===== config.mk =====
export PLATFORM = sky130hd
export DESIGN_NAME = pipe_stage_reg
export DESIGN_NICKNAME = d
export VERILOG_FILES = /design/src/rtl/cpu_pipe_pkg.sv /design/src/rtl/pipe_data_reg.sv /design/src/rtl/pipe_stage_reg.sv
export SDC_FILE = /design/constraint.sdc
export NUM_CORES = 1
export LEC_CHECK = 0
export ABC_AREA = 1
export BUFFER_PORTS_ARGS = -buffer_cell sky130_fd_sc_hd__buf_2
export CAP_MARGIN = 20
export CORE_MARGIN = 4
export CORE_UTILIZATION = 49
export CTS_CLUSTER_DIAMETER = 100
export DETAILED_ROUTE_END_ITERATION = 7
export HOLD_SLACK_MARGIN = 0.12
export PLACE_DENSITY = 0.78
export SLEW_MARGIN = 20
export SYNTH_ARGS = -nofsm -noshare
export SYNTH_HDL_FRONTEND = slang
export SYNTH_SLANG_ARGS = --single-unit
export TNS_END_PERCENT = 50

===== constraint.sdc =====
create_clock -name clk -period 1.85 [get_ports clk]
set_clock_uncertainty 0.1 [all_clocks]
set_input_delay 0.0925 -clock clk [delete_from_list [all_inputs] [get_ports clk]]
set_output_delay 0.0925 -clock clk [all_outputs]
set_load 0.03 [all_outputs]

===== src/rtl/cpu_pipe_pkg.sv =====
// cpu_pipe_pkg: shared definitions for the CPU pipeline stage registers.
//   - DefaultWidth : default payload width of a pipeline link
//   - ST_*         : encoding of the stage occupancy states
//   - stage_state_e: typed view of the same encoding for FSM code
//   - occupancy_of : entry count from the two valid bits
package cpu_pipe_pkg;

  localparam int unsigned DefaultWidth = 32;

  localparam logic [1:0] ST_EMPTY = 2'd0;
  localparam logic [1:0] ST_ONE   = 2'd1;
  localparam logic [1:0] ST_TWO   = 2'd2;

  typedef enum logic [1:0] {
    StEmpty = ST_EMPTY,
    StOne   = ST_ONE,
    StTwo   = ST_TWO
  } stage_state_e;

  // Number of entries held by a stage, 0..2.
  function automatic logic [1:0] occupancy_of(input logic main_v, input logic skid_v);
    return {1'b0, main_v} + {1'b0, skid_v};
  endfunction

endpackage


===== src/rtl/pipe_data_reg.sv =====
// pipe_data_reg: WIDTH-bit data register with load enable.
//   clk    : clock, rising edge
//   rst    : asynchronous active-high reset, loads RESET_VAL
//   load_i : capture d_i on the next rising edge
//   d_i    : next data value
//   q_o    : registered data
// Only the payload lives here; the valid bits are owned by the handshake
// logic in pipe_stage_reg.
module pipe_data_reg
  import cpu_pipe_pkg::*;
#(
  parameter int unsigned       WIDTH     = DefaultWidth,
  parameter logic [WIDTH-1:0]  RESET_VAL = '0
) (
  input  logic             clk,
  input  logic             rst,
  input  logic             load_i,
  input  logic [WIDTH-1:0] d_i,
  output logic [WIDTH-1:0] q_o
);

  logic [WIDTH-1:0] data_q;

  always_ff @(posedge clk or posedge rst) begin
    if (rst) begin
      data_q <= RESET_VAL;
    end else if (load_i) begin
      data_q <= d_i;
    end
  end

  assign q_o = data_q;

endmodule


===== src/rtl/pipe_stage_reg.sv =====
// pipe_stage_reg: pipeline stage register with valid/ready handshake,
// synchronous flush and an optional two-entry skid buffer.
//   clk          : clock, rising edge
//   rst          : asynchronous active-high reset, drops all entries
//   flush_i      : synchronous flush, discards all held entries
//   in_valid_i   : upstream offers in_data_i
//   in_ready_o   : stage can accept; transfer when in_valid_i & in_ready_o
//   in_data_i    : upstream payload
//   out_valid_o  : out_data_o holds a valid entry
//   out_ready_i  : downstream accepts; transfer when out_valid_o & out_ready_i
//   out_data_o   : payload at the head of the stage
//   occupancy_o  : number of held entries (0..2, at most 1 when SKID=0)
//
// SKID=1: two entries (main = head, skid = second) and in_ready_o comes
// straight from a flop, so upstream ready paths are cut without bubbles.
// SKID=0: one entry, in_ready_o is combinational from out_ready_i.
// In both modes data and valid reach the output one cycle after acceptance.
module pipe_stage_reg
  import cpu_pipe_pkg::*;
#(
  parameter int unsigned      WIDTH     = DefaultWidth,
  parameter logic [WIDTH-1:0] RESET_VAL = '0,
  parameter bit               SKID      = 1'b1
) (
  input  logic             clk,
  input  logic             rst,
  input  logic             flush_i,
  input  logic             in_valid_i,
  output logic             in_ready_o,
  input  logic [WIDTH-1:0] in_data_i,
  output logic             out_valid_o,
  input  logic             out_ready_i,
  output logic [WIDTH-1:0] out_data_o,
  output logic [1:0]       occupancy_o
);

  logic             main_valid;
  logic             skid_valid;
  logic             main_load;
  logic [WIDTH-1:0] main_d;
  logic [WIDTH-1:0] main_data;
  logic             acc;
  logic             pop;

  assign acc = in_valid_i & in_ready_o;
  assign pop = out_valid_o & out_ready_i;

  // Head entry; out_data_o always shows it, valid or not.
  pipe_data_reg #(
    .WIDTH    (WIDTH),
    .RESET_VAL(RESET_VAL)
  ) u_main (
    .clk   (clk),
    .rst   (rst),
    .load_i(main_load),
    .d_i   (main_d),
    .q_o   (main_data)
  );

  if (SKID) begin : g_skid
    stage_state_e     state_q;
    logic             in_ready_q;
    logic             skid_load;
    logic [WIDTH-1:0] skid_data;

    // in_ready_q tracks ~skid_valid but is its own flop so that the ready
    // output has no logic in front of it.
    always_ff @(posedge clk or posedge rst) begin
      if (rst) begin
        state_q    <= StEmpty;
        in_ready_q <= 1'b1;
      end else if (flush_i) begin
        state_q    <= StEmpty;
        in_ready_q <= 1'b1;
      end else begin
        unique case (state_q)
          StEmpty: begin
            if (acc) begin
              state_q <= StOne;
            end
          end
          StOne: begin
            if (acc && !pop) begin
              state_q    <= StTwo;
              in_ready_q <= 1'b0;
            end else if (!acc && pop) begin
              state_q <= StEmpty;
            end
          end
          StTwo: begin
            // No accept can happen here: in_ready_q is low.
            if (pop) begin
              state_q    <= StOne;
              in_ready_q <= 1'b1;
            end
          end
          default: begin
            state_q    <= StEmpty;
            in_ready_q <= 1'b1;
          end
        endcase
      end
    end

    // Data register load control. Flush gates every load so the held data
    // (and therefore out_data_o) keeps its last value.
    always_comb begin
      main_load = 1'b0;
      skid_load = 1'b0;
      main_d    = in_data_i;
      if (!flush_i) begin
        case (state_q)
          StEmpty: main_load = acc;
          StOne: begin
            main_load = acc & pop;
            skid_load = acc & ~pop;
          end
          StTwo: begin
            // Second entry moves up to the head as the head leaves.
            main_load = pop;
            main_d    = skid_data;
          end
          default: ;
        endcase
      end
    end

    pipe_data_reg #(
      .WIDTH    (WIDTH),
      .RESET_VAL(RESET_VAL)
    ) u_skid (
      .clk   (clk),
      .rst   (rst),
      .load_i(skid_load),
      .d_i   (in_data_i),
      .q_o   (skid_data)
    );

    assign main_valid = (state_q != StEmpty);
    assign skid_valid = (state_q == StTwo);
    assign in_ready_o = in_ready_q;

  end else begin : g_single
    logic main_valid_q;

    always_ff @(posedge clk or posedge rst) begin
      if (rst) begin
        main_valid_q <= 1'b0;
      end else if (flush_i) begin
        main_valid_q <= 1'b0;
      end else if (acc) begin
        main_valid_q <= 1'b1;
      end else if (pop) begin
        main_valid_q <= 1'b0;
      end
    end

    // Same as the old CE register with CE = accept.
    assign main_load  = acc & ~flush_i;
    assign main_d     = in_data_i;
    assign main_valid = main_valid_q;
    assign skid_valid = 1'b0;
    // While rst is held the stage only mirrors out_ready_i; once released
    // an empty stage is always ready.
    assign in_ready_o = (~main_valid_q & ~rst) | out_ready_i;
  end

  assign out_valid_o = main_valid;
  assign out_data_o  = main_data;
  assign occupancy_o = occupancy_of(main_valid, skid_valid);

  // The second entry is only ever filled behind a valid head.
  a_skid_implies_main: assert property (
    @(posedge clk) disable iff (rst) skid_valid |-> main_valid
  );

  // A stalled output entry stays put until it is popped or flushed.
  a_out_stable: assert property (
    @(posedge clk) disable iff (rst)
      (out_valid_o && !out_ready_i && !flush_i) |=> (out_valid_o && $stable(out_data_o))
  );

endmodule

# Word level (Yosys, flattened, before mapping)
# Index checks and enable logic that the tools add are counted.
# classes
bitwise,5
reduce_logical,8
addsub,1
eq_ne,7
muxes,16
# ops
op,n
two-way mux 32 bit,2
two-way mux 2 bit,5
two-way mux 1 bit,6
"inequality test 3 bit, second input constant",2
case mux 1 bit (3 select lines),2
case mux 2 bit (3 select lines),1
AND reduction 3 bit,2
bitwise AND 1 bit,4
"inequality test 4 bit, second input constant",1
"inequality test 3 x 2 -> 1 bit, second input constant",1
adder 1 x 1 -> 2 bit,1
"== test 2 x 1 -> 1 bit, second input constant",1
"== test 2 bit, second input constant",1
logical AND 1 bit,2
logical NOT 1 bit,2
logical NOT 2 bit,1
"inequality test 2 bit, second input constant",1
nonzero test 2 bit,1
NOT 1 bit,1
# word_totals
regBits,67
input_bits,37
elab_cells,41

# Longest topological paths before layout
# logic_depth
ltp_word,7
ltp_mapped,8
ltp_nobuf,7

# Cells and area by module
# From an unflattened synthesis, not the netlist that was laid out.
# unflattened
cells_unflattened,414
area_unflattened_um2,3325.7
# modules_own_cells
module,area_each_um2,instances,seq_area_each_um2,cells_each
pipe_data_reg,1296.2,2,800.8,137
pipe_stage_reg,733.2,1,76.3,140

# Worst setup path after synthesis
# Ideal clock, no wire load.
# synth_path
path_kind,reg2reg
startpoint,"register g_skid.in_ready_q, in the netlist in_ready_o"
endpoint,"register u_main.data_q[0], in the netlist u_main.q_o[0]"
stages_incl_launch_ff,8
setup_time_ns,0.065
arrival_ns,1.346
setup_slack_ns,0.339
period_less_slack_ns,1.511
path_cell_list,dfstp_2 nand2_1 o21ai_1 inv_1 nor2_4 buf_6 nand2_1 nand2_1
# synth_via
elab_chain_len,4
# synth_lines
item,line_no,rtl
"start, declared",pipe_stage_reg.sv:62,logic in_ready_q;
"start signal, assigned",pipe_stage_reg.sv:71,in_ready_q <= 1'b1;
"start signal, assigned",pipe_stage_reg.sv:74,in_ready_q <= 1'b1;
"start signal, assigned",pipe_stage_reg.sv:85,in_ready_q <= 1'b0;
bitwise AND 1 bit *,pipe_stage_reg.sv:45,assign acc = in_valid_i & in_ready_o;
bitwise AND 1 bit,pipe_stage_reg.sv:115,main_load = acc & pop;
case mux 1 bit (3 select lines) *,pipe_stage_reg.sv:112,case (state_q)
two-way mux 1 bit *,pipe_stage_reg.sv:111,if (!flush_i) begin
"end signal, assigned",pipe_data_reg.sv:28,data_q <= d_i;
"end, declared",pipe_data_reg.sv:22,logic [WIDTH-1:0] data_q;
# Every way passes the cells marked *; elsewhere a longest branch is shown, timed or not.
# A chain may end at the register's enable or synchronous reset.

# Worst setup path after layout
# layout_path
startpoint,register g_skid.state_q[1]
endpoint,output occupancy_o[0]
# layout_via
elab_chain_len,2
# layout_lines
item,line_no,rtl
"start, declared",pipe_stage_reg.sv:61,stage_state_e state_q;
"start signal, assigned",pipe_stage_reg.sv:70,state_q <= StEmpty;
"start signal, assigned",pipe_stage_reg.sv:73,state_q <= StEmpty;
"start signal, assigned",pipe_stage_reg.sv:79,state_q <= StOne;
== test 2 bit / nonzero test 2 bit (equally long branches),"pipe_stage_reg.sv:140, pipe_stage_reg.sv:139",
adder 1 x 1 -> 2 bit *,cpu_pipe_pkg.sv:22,"return {1'b0, main_v} + {1'b0, skid_v};"
"end, declared",pipe_stage_reg.sv:34,output logic [1:0] occupancy_o
# Marks and branches as above.

==> results.md <==
- Outcome: finished clean
- Crit path max fanout: 4
- Post-Synth Adder-Cell Area: 0.389%
- Clock buffer count from CTS: 9
- Filler instances: 527
- WP data arrival: 1.52 ns
- Reg2Reg Setup Slack: 0.22 ns
- M1 GR Usage: 28.6%
- EDFF count, synth: 0
- CTS tree: yes
- Register-to-Register Path Depth: 7
- Final Hold Fails: 0
- Cell row count: 29
- Critical Path End Type: primary output
- Distinct cells, synth: 21
- Fin. max-slew vios: 0
- Count leader, synth: nand2_1
- Tmin final: 1.71 ns
- Synthesized area: 3210 sq um
- Sinks on the clock net: 67
- Post-DR vias/cell: 4.91
- Area Overhead vs Synth: 31.4%
- I/O pin cnt: 73
- Data required, critical path: 1.66 ns
- Gr busiest metal: met2
- Critical path class: flip-flop to primary output
- Power density over the cells: 1560 nW/um^2
- Clk_lat worst skew: 0.34 ns
- Detailed placement HPWL: 5.17 mm
- Routing usage on met3: 4.42%
- Met2 global-route usage: 37.2%
- Largest net degree at the start of global routing: 34
- Initial antenna violation count: 0
- Compound-Gate Fraction of Synth Area: 1.13%
- Slew @ Worst Pin: 0.610 ns
- Via count of the first global-routing pass: 3,089
- Hold_ws: 0.214 ns
- Reg2reg start: in_ready_o
- Post-placement setup slack: 0.275 ns
- Max-cap violations: 0
- GRT Total Usage: 22.6%
- Area share of the largest cell type after synthesis: 51.4%
- Iter 0 DRT Violations: 131
- Multiplexer area fraction after synthesis: 0%
- RSZ-0062 raised after global routing: false
- Asr flop ratio synth: 100%
- Main flop type after synthesis: dfrtp_1
- Leakage: 2.43 nW
- Largest family of logic cells by synthesized area: simple AND/OR/NAND/NOR gates
- Nets@finish: 564
- Clock Tree Root: clkbuf_8
- Share of layout cells above drive strength 1: 21.8%
- H-tree depth: 3
- Relative slew slack: 59.2%
- Post-synth top cells: nand2_1, dfrtp_1, nand3_1
- Seq/Total Area, Yosys: 52.2%
- Seq cells post-synth: 67
- Clock Tree Buf Depth: 2
- FF-to-FF End: g_skid.u_skid.q_o[5]
- Post-synthesis xor/xnor area fraction: 0%
- Synthesized net count: 453
- Max frequency: 584 MHz
- Startpoint types: flip-flop
- Height of the chip: 89.0 um
- Die ar.: 7920 sq um
- Port-buffer cells: 72
- RePlAce Congestion: 0.812
- Peak VDD IR: 963 uV
- First-pass GRT wire length: 13.7 mm
- Wire length per cell: 13.2 um
- Core Region: 6350 sq um
- Synth top area cells: dfrtp_1, nand2_1, nand3_1
- Yosys warnings: 0
- Worst Hold Class: primary input to async pin
- Starting Density: 50.6%
- Synth Instances: 415
- Routed WL: 8.04 mm
- Pre-antenna DRT Iters: 5
- Total number of vias: 2,984
- Tcrit/Tclk final: 92.5%
- Die width: 89.0 um
- Drt drc: 0
- GRT overflow: 0
- Synth area leader: dfrtp_1
- DRT antenna net count: 0
- Synth Area in Simple Gates: 39.3%
- Clock slew at reported path FFs: 0.07 ns
- Mean area per synthesized cell: 7.74 sq um
- Setup TNS: 0 ns
- PnR worst setup slack: 0.138 ns
- # setup viols final: 0
- N_diodes: 0
metal layers:
layer	wire length, um	share of wire (%)	vias to the layer above
met5	0	0	-
li1	-	-	1491
met1	3480	43	1367
met4	164	2.0	0
met2	3870	48	109
met3	516	6.4	17
how the worst max path moves through the flow:
stage	startpoint	to	slack [ns]
5_1_grt	g_skid.state_q[1]	occupancy_o[0]	0.05
4_1_cts	g_skid.state_q[0]	occupancy_o[0]	0.06
2_1_floorplan	in_ready_o	u_main.q_o[0]	0.34
3_3_place_gp	in_ready_o	g_skid.u_skid.q_o[11]	0.31
6_report	g_skid.state_q[1]	occupancy_o[0]	0.14
3_5_place_dp	in_ready_o	g_skid.u_skid.q_o[5]	0.27
sequential cells by signal, summed over array words and instances, names as in the netlist:
signal             count
u_main.q_o            32
g_skid.u_skid.q_o     32
g_skid.state_q         2
in_ready_o             1
cells in the final DEF (no fill, tap or decap):
master           n
a21oi_1          1
buf_12           3
buf_2           72
buf_4           11
bufinv_16        2
clkbuf_1         2
clkbuf_8        10
clkinv_2         1
clkinv_4         1
clkinvlp_4       1
dfrtp_1         66
dfstp_2          1
dlygate4sd3_1   36
ha_1             1
inv_1            9
inv_2            2
inv_4            1
nand2_1        260
nand2_2          1
nand2_4          3
nand3_1         37
nand3_2          1
nor2_4           4
o21ai_0          2
o21ai_1          1
o21ai_4          1
or2_2            1
final cells by class:
| type | instances | area (sq um) | share of cell area, % |
|---|---|---|---|
| timing repair buffer | 122 | 863 | 20.4 |
| multi-input combinational | 313 | 1310 | 31.1 |
| tap | 77 | 96.3 | 2.28 |
| clock buffer | 12 | 145 | 3.44 |
| clock inverter | 4 | 73.8 | 1.75 |
| inverter | 13 | 55.1 | 1.30 |
| sequential | 67 | 1680 | 39.7 |
worst max-delay path, stage by stage (launching register included):
cell and delay, ns:
dfrtp_1 0.45, nor2_4 0.18, inv_1 0.06, ha_1 0.26, inv_1 0.05, buf_2 0.18
power breakdown:
part / switching [W] / leakage, nW / internal, W
clock network: 0.000549 / 0.111 / 0.000797
registers: 0.000402 / 0.833 / 0.00217
logic: 0.00181 / 1.48 / 0.000856
total: 0.00276 / 2.43 / 0.00382
kinds of logic after synthesis:
logic type / after synthesis
simple gates: 307
fa+ha+maj: 1
compound gates: 5
buf+inv: 35
flops: 67
through the flow:
step	std cells	total power [W]	instance area (sq um)	utilization, %
4_1_cts	605	0.00657	4200	66.1
5_1_grt	608	0.00707	4220	66.5
3_3_place_gp	553	0.00503	3620	57.0
6_report	608	0.00658	4220	66.5
2_1_floorplan	415	0.00440	3220	-
3_5_place_dp	553	0.00514	3620	57.0
what timing repair did:
item / in CTS / in global routing
hold buffers: 36 / 0
endpoints found under the hold margin: 132 / 0
setup endpoints to repair: 0 / 1
buffers inserted: 0 / 3
resized for setup: 0 / 0
(Power assumes the default switching activity.)
